===== src/rtl/mem_dbus_pkg.sv =====
// Shared constants and lane helpers for the MEM-stage data-bus block.
// Opcodes and stall/write constants mirror the core-wide definitions.
package mem_dbus_pkg;

  localparam int REG_BUS      = 32;
  localparam int REG_ADDR_BUS = 5;
  localparam int ALU_OP_BUS   = 8;

  localparam logic [7:0] EXE_LB_OP  = 8'b11100000;
  localparam logic [7:0] EXE_LBU_OP = 8'b11100100;
  localparam logic [7:0] EXE_LH_OP  = 8'b11100001;
  localparam logic [7:0] EXE_LHU_OP = 8'b11100101;
  localparam logic [7:0] EXE_LW_OP  = 8'b11100011;
  localparam logic [7:0] EXE_SB_OP  = 8'b11101000;
  localparam logic [7:0] EXE_SH_OP  = 8'b11101001;
  localparam logic [7:0] EXE_SW_OP  = 8'b11101011;

  localparam logic NO_STOP       = 1'b0;
  localparam logic WRITE_DISABLE = 1'b0;

  // Big-endian: offset 0 is the most significant byte of the word.
  function automatic logic [7:0] get_byte(input logic [31:0] word, input logic [1:0] off);
    logic [7:0] b;
    case (off)
      2'b00:   b = word[31:24];
      2'b01:   b = word[23:16];
      2'b10:   b = word[15:8];
      2'b11:   b = word[7:0];
      default: b = 8'h00;
    endcase
    return b;
  endfunction

  function automatic logic [15:0] get_half(input logic [31:0] word, input logic low_half);
    logic [15:0] h;
    if (low_half) begin
      h = word[15:0];
    end else begin
      h = word[31:16];
    end
    return h;
  endfunction

endpackage


===== src/rtl/mem_align.sv =====
// Combinational lane logic: byte enables, store replication, load
// extraction/extension and misalignment detection for one access.
module mem_align
  import mem_dbus_pkg::*;
(
  input  logic [7:0]  aluop,
  input  logic [1:0]  addr_lo,
  input  logic [31:0] reg2,
  input  logic [31:0] rdata,
  output logic [3:0]  sel,
  output logic [31:0] st_data,
  output logic [31:0] ld_data,
  output logic        is_mem,
  output logic        is_load,
  output logic        misalign
);

  logic [7:0]  byte_s;
  logic [15:0] half_s;

  // Lane selected from the returned bus word
  always_comb begin
    byte_s = get_byte(rdata, addr_lo);
    half_s = get_half(rdata, addr_lo[1]);
  end

  // Per-opcode decode of enables, data shaping and alignment
  always_comb begin
    sel      = 4'b0000;
    st_data  = 32'h0000_0000;
    ld_data  = 32'h0000_0000;
    is_mem   = 1'b0;
    is_load  = 1'b0;
    misalign = 1'b0;
    case (aluop)
      EXE_LB_OP, EXE_LBU_OP: begin
        is_mem  = 1'b1;
        is_load = 1'b1;
        sel     = 4'b1000 >> addr_lo;
        if (aluop == EXE_LB_OP) begin
          ld_data = {{24{byte_s[7]}}, byte_s};
        end else begin
          ld_data = {24'h00_0000, byte_s};
        end
      end
      EXE_LH_OP, EXE_LHU_OP: begin
        is_mem   = 1'b1;
        is_load  = 1'b1;
        misalign = addr_lo[0];
        sel      = addr_lo[1] ? 4'b0011 : 4'b1100;
        if (aluop == EXE_LH_OP) begin
          ld_data = {{16{half_s[15]}}, half_s};
        end else begin
          ld_data = {16'h0000, half_s};
        end
      end
      EXE_LW_OP: begin
        is_mem   = 1'b1;
        is_load  = 1'b1;
        misalign = (addr_lo != 2'b00);
        sel      = 4'b1111;
        ld_data  = rdata;
      end
      EXE_SB_OP: begin
        is_mem  = 1'b1;
        sel     = 4'b1000 >> addr_lo;
        st_data = {4{reg2[7:0]}};
      end
      EXE_SH_OP: begin
        is_mem   = 1'b1;
        misalign = addr_lo[0];
        sel      = addr_lo[1] ? 4'b0011 : 4'b1100;
        st_data  = {2{reg2[15:0]}};
      end
      EXE_SW_OP: begin
        is_mem   = 1'b1;
        misalign = (addr_lo != 2'b00);
        sel      = 4'b1111;
        st_data  = reg2;
      end
      default: begin
        is_mem = 1'b0;
      end
    endcase
  end

endmodule


===== src/rtl/mem_dbus.sv =====
// MEM stage: runs handshaked load/store accesses, holds the pipeline
// until each completes, then forwards writeback fields to MEM/WB.
module mem_dbus
  import mem_dbus_pkg::*;
(
  input  logic                    clk,
  input  logic                    rst,
  input  logic [5:0]              stall,
  input  logic                    flush,
  input  logic [REG_ADDR_BUS-1:0] wd_i,
  input  logic                    wreg_i,
  input  logic [REG_BUS-1:0]      wdata_i,
  input  logic                    whilo_i,
  input  logic [REG_BUS-1:0]      hi_i,
  input  logic [REG_BUS-1:0]      lo_i,
  input  logic [ALU_OP_BUS-1:0]   aluop_i,
  input  logic [REG_BUS-1:0]      mem_addr_i,
  input  logic [REG_BUS-1:0]      reg2_i,
  input  logic                    cp0_we_i,
  input  logic [4:0]              cp0_waddr_i,
  input  logic [REG_BUS-1:0]      cp0_data_i,
  output logic [REG_ADDR_BUS-1:0] wd_o,
  output logic                    wreg_o,
  output logic [REG_BUS-1:0]      wdata_o,
  output logic                    whilo_o,
  output logic [REG_BUS-1:0]      hi_o,
  output logic [REG_BUS-1:0]      lo_o,
  output logic                    cp0_we_o,
  output logic [4:0]              cp0_waddr_o,
  output logic [REG_BUS-1:0]      cp0_data_o,
  output logic                    stallreq,
  output logic                    adel_o,
  output logic                    ades_o,
  output logic                    dbus_req,
  output logic                    dbus_we,
  output logic [REG_BUS-1:0]      dbus_addr,
  output logic [3:0]              dbus_sel,
  output logic [REG_BUS-1:0]      dbus_wdata,
  input  logic                    dbus_ack,
  input  logic [REG_BUS-1:0]      dbus_rdata
);

  localparam logic [1:0] ST_IDLE = 2'd0;
  localparam logic [1:0] ST_BUSY = 2'd1;
  localparam logic [1:0] ST_DONE = 2'd2;

  logic [1:0]  state_r;
  logic [1:0]  state_nxt_s;
  logic [31:0] ld_data_r;
  logic [3:0]  sel_s;
  logic [31:0] st_data_s;
  logic [31:0] ld_ext_s;
  logic        is_mem_s;
  logic        is_load_s;
  logic        misalign_s;
  logic        start_s;
  logic        stall_unused_s;

  assign stall_unused_s = ^{stall[5], stall[3:0]};

  mem_align u_align (
    .aluop    (aluop_i),
    .addr_lo  (mem_addr_i[1:0]),
    .reg2     (reg2_i),
    .rdata    (dbus_rdata),
    .sel      (sel_s),
    .st_data  (st_data_s),
    .ld_data  (ld_ext_s),
    .is_mem   (is_mem_s),
    .is_load  (is_load_s),
    .misalign (misalign_s)
  );

  // An access starts only from IDLE with an aligned memory op and no flush
  always_comb begin
    if ((state_r == ST_IDLE) && is_mem_s && !misalign_s && !flush) begin
      start_s = 1'b1;
    end else begin
      start_s = 1'b0;
    end
  end

  // Next-state logic; flush always returns to IDLE
  always_comb begin
    state_nxt_s = state_r;
    if (flush) begin
      state_nxt_s = ST_IDLE;
    end else begin
      case (state_r)
        ST_IDLE: state_nxt_s = start_s ? ST_BUSY : ST_IDLE;
        ST_BUSY: state_nxt_s = dbus_ack ? ST_DONE : ST_BUSY;
        ST_DONE: state_nxt_s = (stall[4] == NO_STOP) ? ST_IDLE : ST_DONE;
        default: state_nxt_s = ST_IDLE;
      endcase
    end
  end

  // State register
  always_ff @(posedge clk or negedge rst) begin
    if (!rst) begin
      state_r <= ST_IDLE;
    end else begin
      state_r <= state_nxt_s;
    end
  end

  // Registered bus request fields and captured load result
  always_ff @(posedge clk or negedge rst) begin
    if (!rst) begin
      dbus_req   <= 1'b0;
      dbus_we    <= 1'b0;
      dbus_addr  <= 32'h0000_0000;
      dbus_sel   <= 4'b0000;
      dbus_wdata <= 32'h0000_0000;
      ld_data_r  <= 32'h0000_0000;
    end else if (flush) begin
      dbus_req <= 1'b0;
    end else begin
      case (state_r)
        ST_IDLE: begin
          if (start_s) begin
            dbus_req   <= 1'b1;
            dbus_we    <= ~is_load_s;
            dbus_addr  <= mem_addr_i;
            dbus_sel   <= sel_s;
            dbus_wdata <= is_load_s ? 32'h0000_0000 : st_data_s;
          end
        end
        ST_BUSY: begin
          if (dbus_ack) begin
            dbus_req  <= 1'b0;
            ld_data_r <= ld_ext_s;
          end
        end
        default: begin
          dbus_req <= 1'b0;
        end
      endcase
    end
  end

  // Writeback passthrough, load-result substitution, stall and error flags
  always_comb begin
    wd_o        = wd_i;
    wreg_o      = wreg_i;
    wdata_o     = wdata_i;
    whilo_o     = whilo_i;
    hi_o        = hi_i;
    lo_o        = lo_i;
    cp0_we_o    = cp0_we_i;
    cp0_waddr_o = cp0_waddr_i;
    cp0_data_o  = cp0_data_i;
    stallreq    = 1'b0;
    adel_o      = 1'b0;
    ades_o      = 1'b0;
    if (is_mem_s && misalign_s) begin
      wreg_o = WRITE_DISABLE;
      adel_o = is_load_s;
      ades_o = ~is_load_s;
    end else if (is_mem_s) begin
      case (state_r)
        ST_IDLE: stallreq = start_s;
        ST_BUSY: stallreq = 1'b1;
        ST_DONE: begin
          if (is_load_s) begin
            wdata_o = ld_data_r;
          end else begin
            wdata_o = wdata_i;
          end
        end
        default: stallreq = 1'b0;
      endcase
    end else begin
      stallreq = 1'b0;
    end
  end

endmodule

===== config.mk =====
export PLATFORM = sky130hd
export DESIGN_NAME = mem_dbus
export DESIGN_NICKNAME = d
export VERILOG_FILES = /design/src/rtl/mem_dbus_pkg.sv /design/src/rtl/mem_align.sv /design/src/rtl/mem_dbus.sv
export SDC_FILE = /design/constraint.sdc
export NUM_CORES = 1
export LEC_CHECK = 0
export CELL_PAD_IN_SITES_DETAIL_PLACEMENT = 1
export CELL_PAD_IN_SITES_GLOBAL_PLACEMENT = 1
export CORE_AREA = 8 8 215 135
export CTS_CLUSTER_DIAMETER = 50
export DETAILED_ROUTE_END_ITERATION = 12
export DIE_AREA = 0 0 223 143
export PLACE_DENSITY_LB_ADDON = 0.1
export SYNTH_ARGS = -nofsm -noshare
export SYNTH_HDL_FRONTEND = slang
export SYNTH_HIERARCHICAL = 1
export SYNTH_SLANG_ARGS = --single-unit

===== constraint.sdc =====
create_clock -name clk -period 5.1 [get_ports clk]
set_input_delay 0.765 -clock clk [delete_from_list [all_inputs] [get_ports clk]]
set_output_delay 0.765 -clock clk [all_outputs]
set_load 0.01 [all_outputs]

==> out/summary.txt <==
Status -> finished, final reports clean
Total gr overflow -> 0
Fin crit share -> 91.8%
Maximum root-to-sink buffer count -> 2
Max-cap violations -> 0
Starting density of the core -> 27.4%
Fin area -> 0.00930 mm²
Worst-path clk slew -> 70 ps
Post-layout min period -> 4680 ps
Crit path max-delay cell type -> clkdlybuf4s50_1
Global-route wire length before repair -> 41.9 mm
LEAKAGE -> 4.03 nW
CP startpoint kind -> input pin
Diodes inserted -> 0
Fmax -> 214 MHz
Synth-to-layout area growth -> 31.2%
Ports placed on the boundary -> 469
Worst EP required -> 4340 ps
DRT Pass-1 Iters -> 5
Largest net degree at the start of global routing -> 76
Main synth FF type -> dfrtp_1
Initial antenna violation count -> 3
Detailed-route DRC error count -> 0
Crit path top cell by count -> clkdlybuf4s50_1
Cells resized by post-CTS repair -> 0
Cell Rows -> 46
HP Class -> flop to flop
Routed wire length -> 29.0 mm
Hold_ws -> 510 ps
WL/cell -> 26.4 µm
Vias in the first global route -> 6,056
Synth cell types -> 47
Synth Area per Inst -> 11.1 µm²
Bufs and invs on worst path -> 3
Crit path cell chain -> clkdlybuf4s50_1 -> and4b_1 -> nand3_1 -> o21ai_0 -> nor3b_2 -> and3_1 -> buf_12 -> mux2_2 -> clkdlybuf4s50_1
Setup violations, final -> 0
CP max FO -> 32
Synth Register Bits -> 104
Post-CTS setup buffer count -> 0
RSZ-0062 raised after global routing -> no
Setup TNS -> 0 ps
CP Class -> input pin to output pin
Syn Std Cell Area -> 0.00709 mm²
Most frequent cells in the layout -> clkdlybuf4s50_1 (245), mux2_2 (118), dfrtp_1 (104)
Initial DRC count -> 268
Crit end category -> output pin
Commonest non-fill, non-tap cell in the layout -> clkdlybuf4s50_1
CORE AREA -> 0.0258 mm²
Via count -> 5,434
TritonCTS clock tree -> yes
Max Slew Vio Count -> 0
Final Net Count -> 1,011
Worst Tran Pin Value -> 1120 ps
I/O Buffers -> 247
All-Layer GR Usage -> 17.6%
Clk root buf -> clkbuf_16
Clk_skew -> 10.7 ps
Peak supply drop -> 0.143 mV
Via density -> 4.95
Worst-Skew Late Latency -> 370 ps
# H-tree levels -> 3
Hold-fix buffers, CTS -> 0
FILL cells -> 2,820
DPL Wire Length -> 22.6 mm
Sink Count -> 104
Crit path max-delay family -> buffers and inverters
Syn_nets -> 896
Die Area -> 0.0319 mm²
Placer Congestion -> 0.790
Total CTS buffers -> 9
Layout cells sized above 1 -> 23.8%
Post-Syn Instances -> 641
Die Width -> 223 µm
Crit path largest cell delay -> 500 ps
Final ANT Viol Nets -> 0
Number of flops mapped to enable cells by yosys -> 0
Sequential-to-total area share from yosys stat -> 36.7%
Die height -> 143 µm
Area of the multi-input gates -> 0.00325 mm²
Asr flop ratio synth -> 100%
Yosys warnings -> 6
Arrival time at the worst endpoint -> 3920 ps
DP Area -> 0.00901 mm²
Max-slew headroom -> 25.2%
Fin. Hold Viols -> 0
PwrDens -> 228 mW/mm²
Storage cell area -> 0.00260 mm²
[area by class of cell]
class	count	area share [%]
well taps	336	4.52
flip-flops and latches	104	28.0
inverters	44	1.78
multi-input cells	337	34.9
clock inverters	6	0.565
repair buffers	260	27.7
clock buffers	10	2.57
[power breakdown]
group	switching, mW	internal, mW
registers	0.0315	0.883
logic	0.204	0.299
clock network	0.348	0.351
total	0.584	1.53
[cell usage after synthesis (3+ instances only)]
| library cell | instances | share of area, % |
|---|---|---|
| o32ai_2 | 10 | 2.3 |
| nand2_1 | 3 | 0.16 |
| mux2i_1 | 11 | 1.6 |
| o32ai_1 | 8 | 0.99 |
| and2_1 | 9 | 0.79 |
| buf_1 | 3 | 0.16 |
| a22o_1 | 9 | 1.1 |
| o2bb2ai_1 | 8 | 0.99 |
| dfrtp_1 | 104 | 37 |
| mux2_1 | 5 | 0.79 |
| nor3_1 | 3 | 0.21 |
| nand4b_1 | 19 | 2.3 |
| clkbuf_1 | 15 | 0.79 |
| nor2_1 | 8 | 0.42 |
| buf_2 | 16 | 1.1 |
| o221ai_1 | 16 | 2.0 |
| and3_1 | 3 | 0.26 |
| nor2b_1 | 34 | 3.0 |
| a21oi_1 | 11 | 0.78 |
| nand2b_1 | 3 | 0.26 |
| buf_6 | 9 | 1.4 |
| buf_4 | 112 | 12 |
| nand3b_1 | 11 | 1.2 |
| nand4_1 | 9 | 0.79 |
| mux4_2 | 8 | 2.5 |
| inv_1 | 44 | 2.3 |
| mux2_2 | 118 | 19 |
| mux2_4 | 9 | 1.9 |
[metal layers]
layer	track usage, %	part of all wire, %	vias to the layer above
met1	20.4	40	2683
li1	-	-	2398
met5	0	0.14	-
met3	7.93	9.6	98
met2	27.8	46	249
met4	8.43	4.5	6
[kinds of logic (layout without fill, tap and decap cells)]
group	after synthesis	after routing	synth area share [%]
AOI/OAI and AO/OA	73	73	9.26
and+or+nand+nor	113	113	10.7
buffers and inverters	200	320	17.8
DFF	104	104	36.7
muxes	151	151	25.5
[sequential cells by signal, indices dropped and copies added (netlist names)]
signal and cells:
dbus_wdata 32, ld_data_r 32, dbus_req 1, state_r 2
dbus_we 1, dbus_addr 32, dbus_sel 4
[per-stage QoR]
stage | total power, mW | instances | util (%) | worst slack, ps
after CTS | 2.16 | 1097 | 36.0 | 416
after global placement | 1.43 | 1081 | 34.9 | 488
after detailed placement | 1.44 | 1081 | 34.9 | 420
after global routing | 2.23 | 1097 | 36.0 | 182
final | 2.12 | 1097 | 36.0 | 418
after floorplan | 1.19 | 641 | - | 1570
[worst paths after layout]
path	startpoint	endpoint	slack [ps]	cells after the start
max in group asynchronous	rst	dbus_addr[6]$_DFFE_PN0P_	3540	2
min	dbus_addr[6]$_DFFE_PN0P_	dbus_addr[6]$_DFFE_PN0P_	510	1
min reg2reg	dbus_addr[6]$_DFFE_PN0P_	dbus_addr[6]$_DFFE_PN0P_	510	1
max reg2reg	state_r[0]$_DFF_PN0_	dbus_addr[14]$_DFFE_PN0P_	3040	3
max	aluop_i[7]	wdata_o[11]	420	9
min in group asynchronous	rst	ld_data_r[9]$_DFFE_PN0P_	580	1
Note: power is estimated with default switching activity, not from simulation.
